### src/rtl/fpu_round_pack.sv
// Round-and-pack stage of the single-precision FP multiplier: two-stage elastic pipeline.
// Optional flush-to-zero of subnormal results when FPU_ROUND_FTZ_EN is defined.
module fpu_round_pack #(
  parameter int unsigned TAG_WIDTH = 4
) (
  input  logic                 clk,
  input  logic                 rst,
  input  logic                 in_valid,
  output logic                 in_ready,
  input  logic                 in_sign,
  input  logic [23:0]          in_mantissa,
  input  logic [7:0]           in_exponent,
  input  logic [2:0]           in_guard,
  input  logic                 in_nan,
  input  logic                 in_inf,
  input  logic                 in_zero,
  input  logic [2:0]           in_mode,
  input  logic [TAG_WIDTH-1:0] in_tag,
  output logic                 out_valid,
  input  logic                 out_ready,
  output logic [31:0]          out_result,
  output logic [4:0]           out_flags,
  output logic [TAG_WIDTH-1:0] out_tag
);

  localparam int unsigned MANT_W = 24;
  localparam int unsigned EXP_W  = 8;
  localparam int unsigned FRAC_W = 23;
  localparam int unsigned FLAG_OF = 2;
  localparam int unsigned FLAG_UF = 1;
  localparam int unsigned FLAG_NX = 0;

  localparam logic [2:0] RM_RNE = 3'd0;
  localparam logic [2:0] RM_RTZ = 3'd1;
  localparam logic [2:0] RM_RDN = 3'd2;
  localparam logic [2:0] RM_RUP = 3'd3;
  localparam logic [2:0] RM_RMM = 3'd4;

  localparam logic [31:0]      QNAN       = 32'h7FC0_0000;
  localparam logic [EXP_W-1:0] EXP_ALL1   = 8'hFF;
  localparam logic [EXP_W-1:0] EXP_MAXFIN = 8'hFE;

  logic                 s1_valid;
  logic                 s1_adv;
  logic                 s1_sign;
  logic [MANT_W-1:0]    s1_mantissa;
  logic [EXP_W-1:0]     s1_exponent;
  logic                 s1_inexact;
  logic                 s1_inc;
  logic                 s1_nan;
  logic                 s1_inf;
  logic                 s1_zero;
  logic [2:0]           s1_mode;
  logic [TAG_WIDTH-1:0] s1_tag;

  logic [2:0]           mode_n;
  logic                 inexact;
  logic                 inc;

  logic [MANT_W:0]      sum;
  logic [EXP_W:0]       exp_r;
  logic [FRAC_W-1:0]    frac_r;
  logic                 overflow;
  logic                 to_inf;
  logic [31:0]          next_result;
  logic [4:0]           next_flags;

  // Stage 1 advances whenever the output register is empty or being drained.
  assign s1_adv   = !out_valid || out_ready;
  assign in_ready = !s1_valid || s1_adv;

  // Round-up decision from guard/round/sticky; unknown modes fall back to RNE.
  always_comb begin
    mode_n  = in_mode;
    inexact = |in_guard;
    inc     = 1'b0;
    if (in_mode > RM_RMM) mode_n = RM_RNE;
    case (mode_n)
      RM_RNE:  inc = in_guard[2] & (in_guard[1] | in_guard[0] | in_mantissa[0]);
      RM_RTZ:  inc = 1'b0;
      RM_RDN:  inc = in_sign & inexact;
      RM_RUP:  inc = !in_sign & inexact;
      RM_RMM:  inc = in_guard[2];
      default: inc = 1'b0;
    endcase
  end

  always_ff @(posedge clk) begin
    if (rst) begin
      s1_valid <= 1'b0;
    end else if (in_ready) begin
      s1_valid <= in_valid;
    end
  end

  // Stage 1 payload needs no reset; it is qualified by s1_valid.
  always_ff @(posedge clk) begin
    if (in_valid && in_ready) begin
      s1_sign     <= in_sign;
      s1_mantissa <= in_mantissa;
      s1_exponent <= in_exponent;
      s1_inexact  <= inexact;
      s1_inc      <= inc;
      s1_nan      <= in_nan;
      s1_inf      <= in_inf;
      s1_zero     <= in_zero;
      s1_mode     <= mode_n;
      s1_tag      <= in_tag;
    end
  end

  // Stage 2: apply increment, renormalize on carry, detect overflow and pack.
  always_comb begin
    sum      = {1'b0, s1_mantissa} + (MANT_W+1)'(s1_inc);
    exp_r    = {1'b0, s1_exponent};
    frac_r   = sum[FRAC_W-1:0];
    if (sum[MANT_W]) begin
      exp_r  = exp_r + 9'd1;
      frac_r = '0;
    end else if ((s1_exponent == '0) && sum[FRAC_W]) begin
      exp_r  = 9'd1;
    end
    overflow = exp_r >= {1'b0, EXP_ALL1};

    case (s1_mode)
      RM_RTZ:  to_inf = 1'b0;
      RM_RDN:  to_inf = s1_sign;
      RM_RUP:  to_inf = !s1_sign;
      default: to_inf = 1'b1;
    endcase

    next_result = {s1_sign, exp_r[EXP_W-1:0], frac_r};
    next_flags  = '0;
    if (s1_nan) begin
      next_result = QNAN;
    end else if (s1_inf) begin
      next_result = {s1_sign, EXP_ALL1, {FRAC_W{1'b0}}};
    end else if (s1_zero) begin
      next_result = {s1_sign, 31'd0};
    end else if (overflow) begin
      next_result          = to_inf ? {s1_sign, EXP_ALL1, {FRAC_W{1'b0}}}
                                    : {s1_sign, EXP_MAXFIN, {FRAC_W{1'b1}}};
      next_flags[FLAG_OF]  = 1'b1;
      next_flags[FLAG_NX]  = 1'b1;
    end else begin
      next_flags[FLAG_NX]  = s1_inexact;
      next_flags[FLAG_UF]  = s1_inexact && (exp_r[EXP_W-1:0] == '0);
`ifdef FPU_ROUND_FTZ_EN
      if ((exp_r[EXP_W-1:0] == '0) && (frac_r != '0)) begin
        next_result         = {s1_sign, 31'd0};
        next_flags[FLAG_UF] = 1'b1;
        next_flags[FLAG_NX] = 1'b1;
      end
`endif
    end
  end

  always_ff @(posedge clk) begin
    if (rst) begin
      out_valid  <= 1'b0;
      out_result <= '0;
      out_flags  <= '0;
      out_tag    <= '0;
    end else if (s1_adv) begin
      out_valid <= s1_valid;
      if (s1_valid) begin
        out_result <= next_result;
        out_flags  <= next_flags;
        out_tag    <= s1_tag;
      end
    end
  end

endmodule

### config.mk
export PLATFORM = sky130hd
export DESIGN_NAME = fpu_round_pack
export DESIGN_NICKNAME = d
export VERILOG_FILES = /design/src/rtl/fpu_round_pack.sv
export SDC_FILE = /design/constraint.sdc
export NUM_CORES = 1
export LEC_CHECK = 0
export BUFFER_PORTS_ARGS = -buffer_cell sky130_fd_sc_hd__buf_2
export CELL_PAD_IN_SITES_DETAIL_PLACEMENT = 1
export CELL_PAD_IN_SITES_GLOBAL_PLACEMENT = 1
export CORE_MARGIN = 5
export CORE_UTILIZATION = 45
export DETAILED_ROUTE_END_ITERATION = 8
export PLACE_DENSITY = 0.93
export SLEW_MARGIN = 20
export SYNTH_ARGS = -nofsm -noshare
export SYNTH_HDL_FRONTEND = slang
export SYNTH_SLANG_ARGS = --single-unit
### constraint.sdc
create_clock -name clk -period 6.1 [get_ports clk]
set_input_delay 0.61 -clock clk [delete_from_list [all_inputs] [get_ports clk]]
set_output_delay 0.61 -clock clk [all_outputs]
set_load 0.05 [all_outputs]
==> Word level (Yosys, flattened, before mapping) <==
Cells that the tools add are included.
{ "totals": {"reg_bits": 86, "in_bits": 50, "output_inout_bits": 43, "word_cells": 61} }
{ "classes": {"add_sub_neg": 2, "n_lt_le_gt_ge": 2, "n_eq_ne": 6, "mux": 17, "n_bitwise": 5, "n_reduce_logical": 14} }
{ "op_table": {"columns": ["cell", "n"], "rows": [
  ["2-to-1 mux 31 bit", 3],
  ["2-to-1 mux 32 bit", 1],
  ["adder 24 x 1 -> 25 bit", 1],
  ["2-to-1 mux 24 bit", 1],
  ["2-to-1 mux 23 bit", 1],
  ["zero test 8 bit", 2],
  ["equality test 3 x 2 -> 1 bit, second input constant", 4],
  ["2-to-1 mux 3 bit", 4],
  ["adder 8 x 1 -> 9 bit, second input constant", 1],
  ["greater-or-equal comparator 9 x 8 -> 1 bit, second input constant", 1],
  ["2-to-1 mux 9 bit", 1],
  ["2-to-1 mux 8 bit", 1],
  ["zero test 1 bit", 4],
  ["one-hot mux 1 bit (4 select lines)", 1],
  ["AND 1 bit", 3],
  ["equality test 3 x 1 -> 1 bit, second input constant", 1],
  ["equality test 3 bit, second input constant", 1],
  ["> comparator 3 bit, second input constant", 1],
  ["logical AND 1 bit", 3],
  ["zero test 3 bit", 1],
  ["2-to-1 mux 1 bit", 3],
  ["one-hot mux 1 bit (3 select lines)", 1],
  ["OR reduction 3 bit", 1],
  ["logical OR 1 bit", 2],
  ["other kinds (2)", 3]
]} }

==> Longest topological paths before layout <==
{ "depth": {"word_depth": 10, "mapped_depth": 12, "mapped_depth_nobuf": 10} }

==> Worst setup path before layout <==
No wires, ideal clock.
{ "synth_path": {"path_kind": "reg-to-reg", "start": "register s1_mantissa[0]", "end": "register out_result[18]", "arrival_time_ns": 2.706, "setup_slack_ns": 3.308, "stages_incl_launch_ff": 12, "synth_period_minus_slack_ns": 2.792, "cell_sequence": "edfxtp_1 ha_1 ha_1 and4_1 buf_6 nand4_1 nor3_1 or4_1 o211a_1 o21ai_4 o21ai_4 a221oi_2"} }
{ "synth_via": {"elab_chain_cells": 9} }
{ "synth_lines": {"columns": ["element", "line", "rtl"], "rows": [
  ["start, declared", "46", "logic [MANT_W-1:0] s1_mantissa;"],
  ["start signal, assigned", "100", "s1_mantissa <= in_mantissa;"],
  ["adder 24 x 1 -> 25 bit *", "114", "sum = {1'b0, s1_mantissa} + (MANT_W+1)'(s1_inc);"],
  ["logical AND 1 bit", "120", "end else if ((s1_exponent == '0) && sum[FRAC_W]) begin"],
  ["2-to-1 mux 8 bit", "120", null],
  ["2-to-1 mux 9 bit", "117", "if (sum[MANT_W]) begin"],
  ["greater-or-equal comparator 9 x 8 -> 1 bit", "123", "overflow = exp_r >= {1'b0, EXP_ALL1};"],
  ["2-to-1 mux 31 bit *", "140", "end else if (overflow) begin"],
  ["2-to-1 mux 31 bit *", "138", "end else if (s1_zero) begin"],
  ["2-to-1 mux 31 bit *", "136", "end else if (s1_inf) begin"],
  ["2-to-1 mux 32 bit *", "134", "if (s1_nan) begin"],
  ["end signal, assigned", "167", "out_result <= next_result;"],
  ["end, declared", "21", "output logic [31:0] out_result,"]
]} }
Every way passes the cells marked *; elsewhere a longest branch is shown, timed or not.
A chain may end at the register's enable or synchronous reset.

==> Final worst setup path <==
{ "layout_path": {"start": "register s1_inc", "end": "register out_result[27]"} }
{ "layout_via": {"elab_chain_cells": 9} }
{ "layout_lines": {"columns": ["element", "line", "rtl"], "rows": [
  ["start, declared", "49", "logic s1_inc;"],
  ["start signal, assigned", "103", "s1_inc <= inc;"],
  ["adder 24 x 1 -> 25 bit *", "114", null],
  ["logical AND 1 bit", "120", null],
  ["2-to-1 mux 8 bit", "120", null],
  ["2-to-1 mux 9 bit *", "117", null],
  ["greater-or-equal comparator 9 x 8 -> 1 bit", "123", null],
  ["2-to-1 mux 31 bit *", "140", null],
  ["2-to-1 mux 31 bit *", "138", null],
  ["2-to-1 mux 31 bit *", "136", null],
  ["2-to-1 mux 32 bit *", "134", null]
]} }
Marked as above.

==> summary.txt <==
Setup path
  – Max stage delay on crit path: 0.67 ns
  – Cells along the critical path: ha_1 > ha_1 > and4_1 > and4_4 > nand2_1 > nor3_2 > and3_2 > o21a_1 > nor2_1 > a21oi_1
  – Most frequent cell on the critical path: ha_1
  – Kind of end point of the critical path: flop
  – WP data arrival: 4.20 ns
  – Max FO, Critical Path: 22
  – Kind of cell with the highest combined delay on the critical path: simple AND/OR/NAND/NOR gates
  – CP startpoint kind: flop
  – Data required time at the worst endpoint: 6.39 ns
  – Type of the setup path with the least slack: reg2reg
  – Worst path buffer plus inverter count: 0
  – Worst path slowest cell: o21a_1

STA
  – Worst setup skew after layout: approximately 0.014 ns
  – Final Hold Fails: 0
  – Setup tns final: 0 ns
  – Fmax: 256 MHz
  – Final critical-path setup slack: 2.20 ns
  – Post-route fraction of the period consumed by the critical path: 63.9%
  – Hold WS: 0.414 ns
  – Setup repair after global routing missed its margin: false
  – Worst-Margin Slew: 1.09 ns
  – Max-slew violations: 0
  – Shortest period the worst path allows: between 3 and 4 ns
  – Worst-case headroom to the max-slew limit: 27.4%
  – Setup-failing EPs final: 0

Cells and area
  – Area delta synth->final: 15.0%
  – Fraction of final layout cells sized beyond drive strength 1: a little over a quarter
  – Filler cell count in the final layout: 1026
  – Register area: roughly 2200 um^2
  – Post-layout net count: 525
  – Final antenna diode count: 0
  – Final std cell area, no fill: 4680 um^2
  – Fin cells: just under 600
  – Final core occ: between 50 and 60%
  – Area used by multi-input combinational logic: 1720 um^2

Global route
  – Remaining global-route overflow: 0
  – Vias in the first global route: 3538
  – Number of antenna violations at the first check in global routing: 0
  – GRT Resource Usage Total: 21.0%
  – First-pass GRT wire length: 18.5 mm
  – Largest net degree at the start of global routing: 46

Logic synthesis
  – Netlist area before placement: 4070 um^2
  – Synthesized area per cell: between 10 and 15 um^2
  – Area share of and/or/nand/nor cells after synthesis: 19.4%
  – Share of synthesized area spent on multiplexers: less than 1%
  – Count of state elements after synthesis: 86
  – Share of the synthesized area in the top cell type: 33.2%
  – Share of the synthesized netlist area taken by xor and xnor gates: a little over 6%
  – Synth warn: 0
  – Share of the synthesized area in compound gates (AO/OA/AOI/OAI): 15.0%
  – Count of flip-flops with a built-in enable after synthesis: 45
  – Combinational family with the most area after synthesis: simple AND/OR/NAND/NOR gates
  – Cell count after synthesis: about 390
  – Adder-cell share of the synthesized area: 1.23%
  – Number of distinct standard cells referenced by the synthesized netlist: 64
  – Share of synthesized flip-flops with an asynchronous set or reset: 0%
  – Cell taking the most area after synthesis: edfxtp_1
  – Sequential area share after synthesis: 53.4%
  – Primary flip-flop cell chosen by synthesis mapping: edfxtp_1
  – Largest cells by area after synthesis: edfxtp_1 33%, dfxtp_1 20%, nand2_1 5.3%

Floorplanning
  – Horizontal die dimension: 105 um
  – Initial Util: 46.4%
  – Core footprint: 8760 um^2
  – Die Ht: 105 um
  – Number of standard-cell rows in the floorplan: 34
  – Io pins: 93
  – Total Die Area: 11000 um^2

Power and ir drop
  – Sum of internal, switching and leakage power: 1.19 mW
  – Ratio of total power to cell area: 254 nW/um^2
  – Worst ir drop on vdd: 0.131 mV
  – Leakage Power: 1.83 nW

Clock network
  – Count of cells resized by post-cts repair: 0
  – Clk pin slew, worst setup/hold paths: around 0.090 ns
  – Hold_buf cts: 0
  – CTS tree: built
  – Clock insertion delay at the later pin of the skew report: approximately 0.36 ns
  – Num CTS Buffers: 9
  – Num Clock Sinks: 86
  – Cell chosen for the clock root: clkbuf_8
  – H-tree depth: 3
  – Postcts setup bufs: 0
  – Maximum clock path buffer count: 2

Placement
  – Placed Instance Area: 4490 um^2
  – Final HPWL from detailed placement: 8.39 mm
  – # placed instances: 568
  – Placement Setup Slack: 2.44 ns
  – Port buffer count: 90
  – Routability congestion estimate from global placement: 0.831

Hold path
  – Class of the tightest hold or removal check: in2reg

Run
  – Number of maximum-capacitance violations: 0

Routing
  – Routed WL: 11.6 mm
  – Post-DR vias/cell: approximately 6
  – DRC: 0
  – Per-cell routed wire length: about 20 um
  – Post-route antenna net violation count: 0
  – Via count of the routed design: 3421
  – Violation count after the first detailed-route iteration: 212
  – Pre-Repair DR Iteration Count: 4

Status
  – Outcome: completed
==> worst paths after layout <==
check,startpoint,to,slack [ns],depth (start not counted)
min,in_exponent[6],s1_exponent[6],0.41,1
min reg2reg,out_tag[0],out_tag[0],0.45,2
max reg2reg,s1_inc,out_result[27],2.20,10
max,s1_inc,out_result[27],2.20,10
==> sequential cells by signal, indices dropped and copies added, names as in the netlist, 3 cells and up <==
register,flops
s1_mantissa,24
out_tag,4
s1_tag,4
out_result,32
out_flags,3
s1_exponent,8
s1_mode,3
==> cell families (layout without fill, tap and decap cells) <==
| family | Yosys count | count (layout) |
|---|---|---|
| other | 1 | 2 |
| XOR/XNOR | 28 | 28 |
| multiplexers | 1 | 1 |
| adder cells (fa/ha/maj) | 4 | 4 |
| AND/OR/NAND/NOR | 153 | 153 |
| buffers and inverters | 23 | 110 |
| flip-flops | 86 | 86 |
| AO/OA/AOI/OAI | 92 | 92 |
==> worst reg2reg max path, cell delays in order, from the launching register on <==
cell and delay (ns):
edfxtp_1 0.35, ha_1 0.22, ha_1 0.23, and4_1 0.43
and4_4 0.30, nand2_1 0.37, nor3_2 0.52, and3_2 0.30
o21a_1 0.67, nor2_1 0.24, a21oi_1 0.21
==> final cells by class <==
cell class | instances | area share, %
Multi-Input combinational cell | 280 | 36.8
Inverter | 4 | 0.321
Sequential cell | 86 | 46.5
Clock inverter | 4 | 1.04
Timing Repair Buffer | 90 | 9.63
Tap cell | 108 | 2.89
Clock buffer | 12 | 2.89
==> layer usage <==
layer	wire length, um	global-route usage, %	share of wire [%]	up-vias
met3	737	5.67	6.4	23
met2	5790	35.7	50	117
met1	4770	25.9	41	1695
li1	-	-	-	1586
met4	283	6.94	2.4	0
met5	0	0	0	-
==> report_power, final <==
group,internal (mW),switching (mW)
Clock,0.190,0.207
Combinational,0.0412,0.0873
Sequential,0.638,0.0242
Total,0.868,0.318
==> synth_stat cells, types with 7 or more instances <==
library cell / count
xor2_1: 10
nand4_1: 9
xnor2_1: 18
a21oi_1: 34
edfxtp_1: 45
nor2_1: 24
o21ai_0: 13
dfxtp_1: 41
nand2_1: 57
nand3_1: 14
nor3_1: 11
o21ai_1: 7
==> cells in the final DEF (no fill, tap or decap), types with 5 or more instances in the layout <==
cell type and instances:
buf_2 90, nand2_1 57, edfxtp_1 45, dfxtp_1 41
a21oi_1 34, nor2_1 24, xnor2_1 18, nand3_1 14
o21ai_0 13, nor3_1 11, xor2_1 10, nand4_1 9
clkbuf_8 9, o21ai_1 7, a221oi_1 6, and4_2 5
No activity file was read; power rests on OpenSTA's default activity.
